--- src/rtl/instr_fetch_unit_pkg.sv ---
// -----------------------------------------------------------------------------
// lc3_fetch_pkg
// Shared types and constants for the instruction-fetch sequencer.
//   fetch_state_t : fetch sequencer states
//   PCMUX_*       : PC source selects, shared with the PC register and the
//                   control FSM (this block only ever drives PCMUX_INC)
// -----------------------------------------------------------------------------
package lc3_fetch_pkg;

  typedef enum logic [2:0] {
    IDLE  = 3'd0,
    REQ   = 3'd1,
    DRAIN = 3'd2,
    LATCH = 3'd3,
    ERR   = 3'd4
  } fetch_state_t;

  localparam logic [1:0] PCMUX_INC   = 2'b00;
  localparam logic [1:0] PCMUX_BUS   = 2'b01;
  localparam logic [1:0] PCMUX_ADDER = 2'b10;

endpackage : lc3_fetch_pkg

--- src/rtl/instr_fetch_unit_wait_counter.sv ---
// -----------------------------------------------------------------------------
// fetch_wait_counter
// Counts cycles that memory leaves an access unacknowledged.
//   clk    : system clock
//   rst_n  : asynchronous active-low reset
//   clear  : synchronous clear (new access starting), wins over enable
//   enable : count one waiting cycle
//   count  : current wait count, saturates at MAX_WAIT
//   tc     : terminal count, high while count == MAX_WAIT
// -----------------------------------------------------------------------------
module fetch_wait_counter #(
  parameter int MAX_WAIT = 15,
  parameter int WAIT_W   = $clog2(MAX_WAIT + 1)
) (
  input  logic              clk,
  input  logic              rst_n,
  input  logic              clear,
  input  logic              enable,
  output logic [WAIT_W-1:0] count,
  output logic              tc
);

  localparam logic [WAIT_W-1:0] TC_VALUE = WAIT_W'(MAX_WAIT);

  assign tc = (count == TC_VALUE);

  // Wait counter: clear on a new access, otherwise count up and hold at terminal
  always_ff @(posedge clk or negedge rst_n) begin
    if (!rst_n) begin
      count <= {WAIT_W{1'b0}};
    end else if (clear) begin
      count <= {WAIT_W{1'b0}};
    end else if (enable && !tc) begin
      count <= count + WAIT_W'(1);
    end else begin
      count <= count;
    end
  end

endmodule : fetch_wait_counter

--- src/rtl/instr_fetch_unit.sv ---
// -----------------------------------------------------------------------------
// instr_fetch_unit
// Fetch sequencer upstream of the PC register: captures PC_IN on Start, runs a
// req/ack read, latches the returned word into IR_OUT and strobes LD_PC with
// the increment select. Supports flush (redirect) and a wait-state timeout.
//   Clk, Reset_n          : clock, asynchronous active-low reset
//   Start, Flush          : fetch request pulse / abort current fetch
//   PC_IN                 : current PC
//   MEM_ACK, MEM_RDATA    : memory response
//   MEM_REQ, MEM_ADDR     : memory request and address
//   IR_OUT                : instruction register
//   LD_PC, PCMUX          : PC load strobe and source select
//   Fetch_Done            : one-cycle pulse, IR_OUT holds new instruction
//   Busy, Fetch_Err       : activity flag / sticky timeout flag
// -----------------------------------------------------------------------------
module instr_fetch_unit
  import lc3_fetch_pkg::*;
#(
  parameter int DATA_W   = 16,
  parameter int MAX_WAIT = 15
) (
  input  logic              Clk,
  input  logic              Reset_n,
  input  logic              Start,
  input  logic              Flush,
  input  logic [DATA_W-1:0] PC_IN,
  input  logic              MEM_ACK,
  input  logic [DATA_W-1:0] MEM_RDATA,
  output logic              MEM_REQ,
  output logic [DATA_W-1:0] MEM_ADDR,
  output logic [DATA_W-1:0] IR_OUT,
  output logic              LD_PC,
  output logic [1:0]        PCMUX,
  output logic              Fetch_Done,
  output logic              Busy,
  output logic              Fetch_Err
);

  localparam int WAIT_W = $clog2(MAX_WAIT + 1);

  fetch_state_t      state;
  fetch_state_t      next_state;
  logic              accept;
  logic              ir_load;
  logic              timeout;
  logic              wait_en;
  logic              wait_tc;
  logic [WAIT_W-1:0] wait_count;

  // Only unacknowledged cycles of an outstanding request count toward timeout
  assign wait_en = ((state == REQ) || (state == DRAIN)) && !MEM_ACK;

  fetch_wait_counter #(
    .MAX_WAIT (MAX_WAIT),
    .WAIT_W   (WAIT_W)
  ) u_wait_counter (
    .clk    (Clk),
    .rst_n  (Reset_n),
    .clear  (accept),
    .enable (wait_en),
    .count  (wait_count),
    .tc     (wait_tc)
  );

  // Next-state logic and per-cycle register controls
  always_comb begin
    next_state = state;
    accept     = 1'b0;
    ir_load    = 1'b0;
    timeout    = 1'b0;
    case (state)
      IDLE, ERR: begin
        if (Start) begin
          accept     = 1'b1;
          next_state = REQ;
        end else begin
          next_state = state;
        end
      end
      REQ: begin
        if (MEM_ACK) begin
          if (Flush) begin
            next_state = IDLE;
          end else begin
            ir_load    = 1'b1;
            next_state = LATCH;
          end
        end else if (wait_tc) begin
          // Timeout wins over a simultaneous flush: the access is dead anyway
          timeout    = 1'b1;
          next_state = ERR;
        end else if (Flush) begin
          next_state = DRAIN;
        end else begin
          next_state = REQ;
        end
      end
      DRAIN: begin
        // The outstanding request must still be acknowledged before reuse
        if (MEM_ACK) begin
          next_state = IDLE;
        end else if (wait_tc) begin
          timeout    = 1'b1;
          next_state = ERR;
        end else begin
          next_state = DRAIN;
        end
      end
      LATCH: begin
        next_state = IDLE;
      end
      default: begin
        next_state = IDLE;
      end
    endcase
  end

  // State register
  always_ff @(posedge Clk or negedge Reset_n) begin
    if (!Reset_n) begin
      state <= IDLE;
    end else begin
      state <= next_state;
    end
  end

  // Address, instruction and sticky error registers
  always_ff @(posedge Clk or negedge Reset_n) begin
    if (!Reset_n) begin
      MEM_ADDR  <= {DATA_W{1'b0}};
      IR_OUT    <= {DATA_W{1'b0}};
      Fetch_Err <= 1'b0;
    end else begin
      if (accept) begin
        MEM_ADDR <= PC_IN;
      end
      if (ir_load) begin
        IR_OUT <= MEM_RDATA;
      end
      if (accept) begin
        Fetch_Err <= 1'b0;
      end else if (timeout) begin
        Fetch_Err <= 1'b1;
      end
    end
  end

  // Strobes registered from next state so they track the state register
  // exactly while having no combinational path from any input
  always_ff @(posedge Clk or negedge Reset_n) begin
    if (!Reset_n) begin
      MEM_REQ    <= 1'b0;
      LD_PC      <= 1'b0;
      Fetch_Done <= 1'b0;
      Busy       <= 1'b0;
    end else begin
      MEM_REQ    <= (next_state == REQ) || (next_state == DRAIN);
      LD_PC      <= (next_state == LATCH);
      Fetch_Done <= (next_state == LATCH);
      Busy       <= (next_state == REQ) || (next_state == DRAIN) ||
                    (next_state == LATCH);
    end
  end

  assign PCMUX = PCMUX_INC;

endmodule : instr_fetch_unit

--- config.mk ---
export PLATFORM = sky130hd
export DESIGN_NAME = instr_fetch_unit
export DESIGN_NICKNAME = d
export VERILOG_FILES = /design/src/rtl/instr_fetch_unit_pkg.sv /design/src/rtl/instr_fetch_unit_wait_counter.sv /design/src/rtl/instr_fetch_unit.sv
export SDC_FILE = /design/constraint.sdc
export NUM_CORES = 1
export LEC_CHECK = 0
export BUFFER_PORTS_ARGS = -buffer_cell sky130_fd_sc_hd__clkbuf_2
export CORE_ASPECT_RATIO = 0.75
export CORE_MARGIN = 2
export CORE_UTILIZATION = 33
export CTS_BUF_LIST = sky130_fd_sc_hd__clkbuf_16
export DETAILED_ROUTE_END_ITERATION = 16
export GPL_TIMING_DRIVEN = 0
export PLACE_DENSITY = 0.62
export SETUP_SLACK_MARGIN = 0.02
export SYNTH_ARGS = -nofsm -noshare
export SYNTH_HDL_FRONTEND = slang
export SYNTH_SLANG_ARGS = --single-unit
export TNS_END_PERCENT = 30
--- constraint.sdc ---
create_clock -name Clk -period 3.4 [get_ports Clk]
set_input_delay 0 -clock Clk [delete_from_list [all_inputs] [get_ports Clk]]
set_output_delay 0 -clock Clk [all_outputs]
set_load 0.02 [all_outputs]
Word-level counts from Yosys, hierarchy flattened
Index checks and enable logic that the tools add are counted.
{"block": "totals", "regBits": 43, "out_inout_bits": 39, "elab_cells": 48}
{"block": "classes", "add_sub_neg": 1, "n_eq_ne": 7, "muxes": 20, "n_reduce_logical": 12}
{"cell": "3-bit 2-to-1 mux", "n": 5}
{"cell": "1-bit 2-to-1 mux", "n": 10}
{"cell": "3-bit by 2-bit == test with 1-bit output (second input constant)", "n": 3}
{"cell": "3-bit one-hot mux with 3 select lines", "n": 1}
{"cell": "4-bit 2-to-1 mux", "n": 2}
{"cell": "3-bit by 1-bit == test with 1-bit output (second input constant)", "n": 2}
{"cell": "4-bit by 1-bit adder with 4-bit output (second input constant)", "n": 1}
{"cell": "4-bit == test (second input constant)", "n": 1}
{"cell": "2-bit 2-to-1 mux", "n": 2}
{"cell": "2-bit nonzero test", "n": 2}
{"cell": "2-bit OR reduction", "n": 2}
{"cell": "3-bit == test (second input constant)", "n": 1}
{"cell": "3-bit logical NOT", "n": 1}
{"cell": "1-bit logical OR", "n": 3}
{"cell": "1-bit logical AND", "n": 2}
{"cell": "1-bit logical NOT", "n": 2}

Depth between registers and ports, before layout
Gate-level depths: netlist (run 1).
{"block": "depth", "depth_word": 7, "mapped_depth": 4}

Cells and area by module
From an unflattened synthesis (run 1), not the netlist that was laid out.
{"block": "unflattened", "hier_cells": 119, "area_unflattened_um2": 1808.0}
{"module": "instr_fetch_unit", "n_inst": 1, "cells_each": 99, "area_per_inst_um2": 1579.0}
{"module": "fetch_wait_counter", "n_inst": 1, "cells_each": 20, "area_per_inst_um2": 229.0}

Worst setup path before layout (run 1)
OpenSTA, ideal clock, no wires.
{"block": "synth_timing", "kind": "reg2reg", "from": "register state[1]", "to": "register IR_OUT[10]", "arrival_ns": 1.319, "t_required_ns": 3.273, "slack_ns": 1.954, "stages_incl_launch_ff": 5, "path_cell_list": "dfrtp_1 nand4bb_4 nor2_8 buf_6 mux2_1"}
{"block": "synth_via", "elab_chain_cells": 2}
{"element": "start: declaration", "line_no": "instr_fetch_unit.sv:41", "text": "fetch_state_t state;"}
{"element": "start signal: assignment", "line_no": "instr_fetch_unit.sv:123", "text": "state <= next_state;"}
{"element": "3-bit by 1-bit == test with 1-bit output", "line_no": "instr_fetch_unit.sv:71", "text": "case (state)"}
{"element": "1-bit 2-to-1 mux", "line_no": "instr_fetch_unit.sv:71"}
{"element": "end signal: assignment", "line_no": "instr_fetch_unit.sv:131", "text": "IR_OUT <= {DATA_W{1'b0}};"}
{"element": "end: declaration", "line_no": "instr_fetch_unit.sv:31", "text": "output logic [DATA_W-1:0] IR_OUT,"}
Every way passes these cells.
A chain may end at the register's enable or synchronous reset.

Final worst setup path (run 1)
{"block": "layout_timing", "from": "register state[1]", "to": "register IR_OUT[7]"}
Same word-level chain as after synthesis.

==> impl_metrics.toml, run 1 <==
[power]
p_seq_frac = 0.376
p_int_w = 0.00145
vdd_drop_max_mv = 0.359
pwr-share-comb = 0.403
pwr-share-clk = 0.221
netSwitchingFraction = 0.378
powerDensity_nw_per_um2 = 842
p_switching_w = 0.000878
cellLeakagePower_nw = 1.43

[finish]
diodes = 0
mostFrequentLayoutCell = "clkbuf_2"
fin_nets = 309
final_cell_mix = "73 x clkbuf_2, 52 x nand2_1, 43 x dfrtp_1, 34 x dlygate4sd3_1, 9 x mux2_1"
postLayoutCellArea_sq_um = 2760
area_delta_synth_final_pct = 53.5
drive_gt1_frac = 0.362
utilization = 0.522
nFillCells = 493

[setup_path]
critical_path_peak_fanout = 10
arrival_ps = 1760
worst_ep_required_time_ps = 3560
worst_setup_path_start_kind = "register"
reg2reg_depth = 4
end_kind = "register"
critPathKind = "reg -> reg"

[global_routing]
grt_max_degree = 44
grt_usage = 0.139
overflow = 0
grt_pass1_wl_mm = 6.37
antenna_found_initial = 0
grt_pass1_vias = 1368

[logic_synthesis]
synthesis.area_sq_um = 1800
synth_cells = 156
yosys_register_bits = 43
ys_seq_area_frac = 0.598
avgSynthCellArea_sq_um = 11.5
ys_types = 33
synthFlopType = "dfrtp_1"
synth_edf_count = 0
ys_async_sr_fraction = 1.00
yosys_warnings = 0

[floorplanning]
dieArea_sq_um = 6060
die_w_um = 89.3
fp-row-count = 23
io-pin-count = 76
initial_utilization = 0.340
core_area_sq_um = 5300
die_h_um = 67.9

[placed_design]
hpwl_mm = 2.62
portBuffers = 73
place.gp.congestion = 0.768
placed_cell_area_sq_um = 2260
pre_cts_ws_ps = 1780

[routing]
postRouteWirelength_mm = 3.97
drc_errors = 0
wl_per_cell_um = 11.5
dr.pass1.iters = 4
ant_nets = 0
routed_via_density = 4.31
drt_iter0_drc = 33
vias = 1492

[timing]
slew_headroom = 0.318
hold_violations = 0
finalCriticalPeriod_ps = 1610
setup_viol = 0
layout_setup_ws_ps = 1790
hold_ws_ps = 57.4
finalCritPeriodShare = 0.473
fin_tns_setup_ps = 0
final_max_slew_viol_count = 0
tightest_slew_ps = 1020
rsz0062_at_grt = "false"
fin_skew_ps = 4.47
max_freq_ghz = 0.622

[clock_network]
cts_tree = "built"
cts.clk_slew.worst_paths_ps = 60
htreeDepth = 2
cts.sinks = 43
root_buffer = "clkbuf_16"
ctsResizeCount = 0
clock_path_buffers = 2
cts_buffers = 5
cts_setup_buffers = 0
clk_latency_ps = 270

[status]
status = "finished, final reports clean"

[run]
drv_cap = 0

[worst_hold_path]
min_path_type = "in -> reg"
hold_path_depth = 4
what timing repair did:
action                                 CTS  global route
setup endpoints to repair                0             0
endpoints found under the hold margin   76             0
hold buffers                            34             0
metrics by stage:
step / cells / power, W
after floorplan: 157 / 0.00147
after global placement: 305 / 0.00178
after detailed placement: 305 / 0.00180
after CTS: 346 / 0.00236
after global routing: 346 / 0.00249
final: 346 / 0.00233
cells in the mapped netlist, drive strengths merged, types with 2 or more instances:
cell type / instances / area (sq um)
clkbuf: 2 / 7.51
mux2: 16 / 180
nor3b: 2 / 15.0
and3: 3 / 18.8
nor2: 2 / 23.8
nand3: 3 / 20.0
inv: 3 / 11.3
a21oi: 2 / 10.0
nand2: 52 / 195
nor2b: 2 / 12.5
mux2i: 2 / 20.0
a21o: 2 / 15.0
a31oi: 2 / 12.5
buf: 6 / 43.8
dfrtp: 43 / 1080
o21ai: 2 / 10.0
metal layers:
metal,track usage,part of all wire,vias to the layer above
li1,-,-,744
met2,0.228,0.49,37
met5,0,0,-
met1,0.180,0.46,706
met4,0.0504,0.011,0
met3,0.0338,0.040,5
sequential cells by signal (all words and copies together) (netlist names):
name,cells
Busy,1
MEM_REQ,1
MEM_ADDR,16
IR_OUT,16
state,3
u_wait_counter.count,4
Fetch_Err,1
Fetch_Done,1
power groups by stage:
stage               Clock, W  Sequential (W)  Combinational (W)
floorplan                  0         0.00112           0.000349
global placement           0        0.000878           0.000904
detailed placement         0        0.000881           0.000918
CTS                 0.000536        0.000876           0.000950
global route        0.000557        0.000908            0.00103
finish              0.000515        0.000874           0.000937
kinds of logic (layout without fill, tap and decap cells):
group / Yosys count / count (layout) / synth area share
AO/OA/AOI/OAI: 11 / 11 / 0.0431
XOR/XNOR: 1 / 1 / 0.00904
adder cells (fa/ha/maj): 1 / 1 / 0.00695
buffers and inverters: 11 / 125 / 0.0348
flip-flops: 43 / 43 / 0.598
multiplexers: 18 / 18 / 0.111
other: 1 / 2 / 0.00208
AND/OR/NAND/NOR: 70 / 70 / 0.195
path summary, 6_finish.rpt:
kind,start,to,slack (ps)
max reg2reg,state[1],IR_OUT[7],1790
min in group asynchronous,Reset_n,MEM_ADDR[14],440
min reg2reg,MEM_ADDR[8],MEM_ADDR[8],470
max in group asynchronous,Reset_n,MEM_ADDR[10],2330
max,state[1],IR_OUT[7],1790
min,Flush,state[0],60
critical path: stages, from the launching register on:
cell and delay, ps:
dfrtp_1 480, nand4bb_4 290, nor2_8 200, buf_6 180, mux2_1 330
area by class of cell:
type | instances | area, sq um | area share
Tap cell | 75 | 93.8 | 0.0340
Sequential cell | 43 | 1080 | 0.390
Multi-Input combinational cell | 103 | 664 | 0.241
Buffer | 8 | 51.3 | 0.0186
Timing Repair Buffer | 107 | 706 | 0.256
Inverter | 3 | 11.3 | 0.00408
Clock buffer | 5 | 125 | 0.0453
Clock inverter | 2 | 33.8 | 0.0122
(Power assumes the default switching activity.)
==> inputs of run 2 (changes only) <==
==> constraint.sdc (replaced) <==
create_clock -name Clk -period 1.5 [get_ports Clk]
set_input_delay 0 -clock Clk [delete_from_list [all_inputs] [get_ports Clk]]
set_output_delay 0 -clock Clk [all_outputs]
set_load 0.02 [all_outputs]
==> impl_metrics.toml, run 2 (same netlist as run 1, synthesis figures left out) <==
[finish]
final_cell_mix = "75 x clkbuf_2, 52 x nand2_1, 41 x dfrtp_1, 34 x dlygate4sd3_1, 9 x mux2_1"
area_delta_synth_final_pct = 56.5
nFillCells = 492
diodes = 0
multi_input_area_sq_um = 667
postLayoutCellArea_sq_um = 2820
seqCellArea_sq_um = 1080
drive_gt1_frac = 0.385
mostFrequentLayoutCell = "clkbuf_2"
final_cells = 350
reg_top3 = "IR_OUT: 16 flops, MEM_ADDR: 16 flops, u_wait_counter.count: 4 flops"
fin_nets = 313

[timing]
fin_tns_setup_ps = 0
finalCriticalPeriod_ps = 1450
layout_setup_ws_ps = 48.9
fin_skew_ps = 3.81
final_max_slew_viol_count = 0
tightest_slew_ps = 1040
slew_headroom = 0.308
hold_ws_ps = 55.3
rsz0062_at_grt = "true"
hold_violations = 0
max_freq_ghz = 0.689
finalCritPeriodShare = 0.967
setup_viol = 0

[run]
drv_cap = 0

[power]
vdd_drop_max_mv = 0.845
powerDensity_nw_per_um2 = 1910
cellLeakagePower_nw = 1.47

[setup_path]
cp_num_buf_inv = 1
crit_start = "state[1]"
critical_path_peak_fanout = 10
critPathKind = "reg -> reg"
worst_ep_required_time_ps = 1660
reg2reg_depth = 4
worst_setup_path_start_kind = "register"
max_stage_delay_ps = 410
worstReg2RegEnd = "IR_OUT[7]"
cpMaxStageDelayCell = "dfrtp_2"
arrival_ps = 1610
crit_chain = "nand4bb_4, nor2_8, buf_8, mux2_1"
cp.depth = 4
critical_path.top_delay_family = "simple AND/OR/NAND/NOR gates"
r2r_start = "state[1]"
reg2reg_slack_ps = 50
end_kind = "register"
cp-endpoint = "IR_OUT[7]"

[routing]
drc_errors = 0
vias = 1511
dr_wl_met3_um = 145
drt_iter0_drc = 26
wl_met1_mm = 1.81
postRouteWirelength_mm = 4.02
dr.pass1.iters = 4
wl_per_cell_um = 11.5
routed.top_layer = "met4"
ant_nets = 0
routed_via_density = 4.32
wl_met2_mm = 2.01

[global_routing]
overflow = 0
grt_pass1_wl_mm = 6.46
grt_pass1_vias = 1378
grt_max_degree = 44
antenna_found_initial = 0
grt_usage = 0.142

[placed_design]
dpl.cell_count = 305
portBuffers = 73
hpwl_mm = 2.62
placed_cell_area_sq_um = 2260
pre_cts_ws_ps = -116
place.gp.congestion = 0.768

[clock_network]
htreeDepth = 2
cts_buffers = 5
cts.sinks = 43
root_buffer = "clkbuf_16"
clock_path_buffers = 2
clk_latency_ps = 270
cts.clk_slew.worst_paths_ps = 60
cts_tree = "built"

[floorplanning]
die_w_um = 89.3
fp-row-count = 23
initial_utilization = 0.340
io-pin-count = 76
die_h_um = 67.9
core_area_sq_um = 5300
dieArea_sq_um = 6060

[status]
status = "finished, final reports clean"

[worst_hold_path]
min_path_type = "in -> reg"
run 2: worst min-delay path: stages:
cell	delay, ps
clkbuf_2	110
nor4b_1	60
o21ai_0	70
nand2_1	50
run 2: per-stage QoR:
stage           util  power [W]
5_1_grt        0.532    0.00577
6_report       0.532    0.00538
2_1_floorplan      -    0.00334
3_5_place_dp   0.427    0.00408
4_1_cts        0.527    0.00541
3_3_place_gp   0.427    0.00404
run 2: final cells by class:
cell class	count	area share
inverter	3	0.00400
tap	75	0.0333
clock buffer	5	0.0444
multi-input combinational	103	0.237
sequential	43	0.383
clock inverter	2	0.0120
timing repair buffer	111	0.261
buffer	8	0.0249
run 2: worst min path at each step:
stage	start	to	slack (ps)	depth (start not counted)
2_1_floorplan	Reset_n	Busy	-300	0
6_report	Flush	state[0]	60	4
4_1_cts	Flush	state[0]	40	4
3_5_place_dp	PC_IN[5]	MEM_ADDR[5]	190	3
5_1_grt	Flush	state[0]	90	4
3_3_place_gp	PC_IN[10]	MEM_ADDR[10]	190	3
run 2: timing repair:
action	CTS	global route
setup endpoints to repair	14	34
hold endpoints to repair	76	0
pin swaps	1	1
buffers inserted	3	1
resized for setup	4	9
hold buffers	34	0
run 2: metal layers:
layer | track usage | vias to the layer above
li1 | - | 750
met1 | 0.185 | 715
met2 | 0.231 | 39
met3 | 0.0338 | 7
met4 | 0.0504 | 0
met5 | 0 | -
run 2: power breakdown:
group	internal (W)	total, W	switching, W
registers	0.00168	0.00196	0.000283
logic	0.000925	0.00225	0.00133
clock network	0.000769	0.00117	0.000399
total	0.00337	0.00538	0.00201
==> inputs of run 3 (changes only) <==
--- a/config.mk
+++ b/config.mk
@@ -7,12 +7,12 @@
 export LEC_CHECK = 0
 export BUFFER_PORTS_ARGS = -buffer_cell sky130_fd_sc_hd__clkbuf_2
 export CORE_ASPECT_RATIO = 0.75
-export CORE_MARGIN = 2
 export CORE_UTILIZATION = 33
 export CTS_BUF_LIST = sky130_fd_sc_hd__clkbuf_16
 export DETAILED_ROUTE_END_ITERATION = 16
 export GPL_TIMING_DRIVEN = 0
 export PLACE_DENSITY = 0.62
+export RECOVER_POWER = 50
 export SETUP_SLACK_MARGIN = 0.02
 export SYNTH_ARGS = -nofsm -noshare
 export SYNTH_HDL_FRONTEND = slang
==> impl_metrics.toml, run 3 (same netlist as run 1, synthesis figures left out) <==
[status]
status = "finished, final reports clean"

[timing]
setup_viol = 0
hold_ws_ps = 65.7
max_freq_ghz = 0.671
hold_violations = 0
finalCritPeriodShare = 0.993
rsz0062_at_grt = "true"
tightest_slew_ps = 1030
slew_headroom = 0.311
final_max_slew_viol_count = 0
fin_skew_ps = 3.62
finalCriticalPeriod_ps = 1490
fin_tns_setup_ps = 0

[power]
pwr-share-clk = 0.188
netSwitchingFraction = 0.394
p_switching_w = 0.00204
pwr-share-comb = 0.425
finalPower_w = 0.00518
vdd_drop_max_mv = 0.842
cellLeakagePower_nw = 1.37
powerDensity_nw_per_um2 = 1860
p_int_w = 0.00314
p_seq_frac = 0.387

[finish]
mostFrequentLayoutCell = "nand2_1"
seqCellArea_sq_um = 1080
diodes = 0
nFillCells = 468
reg_top3 = "IR_OUT: 16 flops, MEM_ADDR: 16 flops, u_wait_counter.count: 4 flops"
final_cells = 346
drive_gt1_frac = 0.252
multi_input_area_sq_um = 698
postLayoutCellArea_sq_um = 2790
area_delta_synth_final_pct = 54.8
final_cell_mix = "52 x nand2_1, 41 x dfrtp_1, 38 x clkbuf_1, 37 x clkbuf_2, 34 x dlygate4sd3_1"
fin_nets = 313

[clock_network]
cts_buffers = 5
cts_tree = "built"
cts.sinks = 43
clk_latency_ps = 280
cts.clk_slew.worst_paths_ps = 50
clock_path_buffers = 2
root_buffer = "clkbuf_16"
htreeDepth = 2

[routing]
postRouteWirelength_mm = 4.34
ant_nets = 0
wl_per_cell_um = 12.6
drt_iter0_drc = 40
vias = 1519
dr.pass1.iters = 4
drc_errors = 0
routed_via_density = 4.39

[setup_path]
end_kind = "register"
critical_path_peak_fanout = 7
worst_ep_required_time_ps = 1660
arrival_ps = 1640
worst_setup_path_start_kind = "register"
critPathKind = "reg -> reg"

[floorplanning]
die_w_um = 87.3
die_h_um = 65.9
io-pin-count = 76
core_area_sq_um = 5060
dieArea_sq_um = 5750
fp-row-count = 22
initial_utilization = 0.355

[global_routing]
grt_pass1_vias = 1547
grt_usage = 0.162
grt_max_degree = 44
overflow = 0
antenna_found_initial = 0
grt_pass1_wl_mm = 7.13

[placed_design]
place.gp.congestion = 0.689
dpl.cell_count = 302
hpwl_mm = 2.49
portBuffers = 73
placed_cell_area_sq_um = 2260

[worst_hold_path]
min_path_type = "in -> reg"

[run]
drv_cap = 0
run 3: final cells by class:
type                       instances  share of cell area
clock buffer                       5              0.0449
sequential                        43               0.387
buffer                             8              0.0211
clock inverter                     1             0.00135
tap                               72              0.0323
multi-input combinational        103               0.251
inverter                           3             0.00404
timing repair buffer             111               0.258
run 3: critical path, cell delays in order, from the launching register on:
cell	delay (ps)
dfrtp_2	440
nand4bb_4	290
nor2_8	170
clkbuf_16	160
mux2_1	310
run 3: final timing paths:
check | cells past startpoint | to | slack (ps) | from
setup / recovery | 4 | IR_OUT[15] | 10 | state[1]
hold / removal | 4 | state[0] | 70 | Flush
setup reg to reg | 4 | IR_OUT[15] | 10 | state[1]
hold reg to reg | 2 | MEM_ADDR[12] | 470 | MEM_ADDR[12]
max in group asynchronous | 2 | state[1] | 320 | Reset_n
min in group asynchronous | 2 | IR_OUT[4] | 450 | Reset_n
run 3: stage by stage:
stage,util,setup WS (ps)
finish,0.550,10.5
global route,0.550,-50.8
CTS,0.545,23.4
detailed placement,0.446,-67.3
global placement,0.446,-64.6
floorplan,-,53.9
run 3: per-layer routing:
layer,global-route usage,vias up,part of all wire
met1,0.200,706,0.46
met5,0,-,0
met2,0.281,63,0.46
met4,0.0307,0,0.0023
li1,-,748,-
met3,0.0512,2,0.077
run 3: what timing repair did:
item | CTS | global route
gates resized for setup | 3 | 12
setup buffers | 2 | 1
hold endpoints to repair | 76 | 0
pin swaps | 1 | 2
gates cloned | 0 | 1
endpoints found under the setup margin | 14 | 36
hold buffers | 34 | 0
run 3: power groups by stage:
| stage | clock [W] | combinational (W) | sequential (W) |
|---|---|---|---|
| 5_1_grt | 0.00106 | 0.00244 | 0.00207 |
| 3_5_place_dp | 0 | 0.00207 | 0.00199 |
| 4_1_cts | 0.00100 | 0.00218 | 0.00199 |
| 6_report | 0.000974 | 0.00220 | 0.00200 |
| 2_1_floorplan | 0 | 0.000792 | 0.00255 |
| 3_3_place_gp | 0 | 0.00204 | 0.00199 |
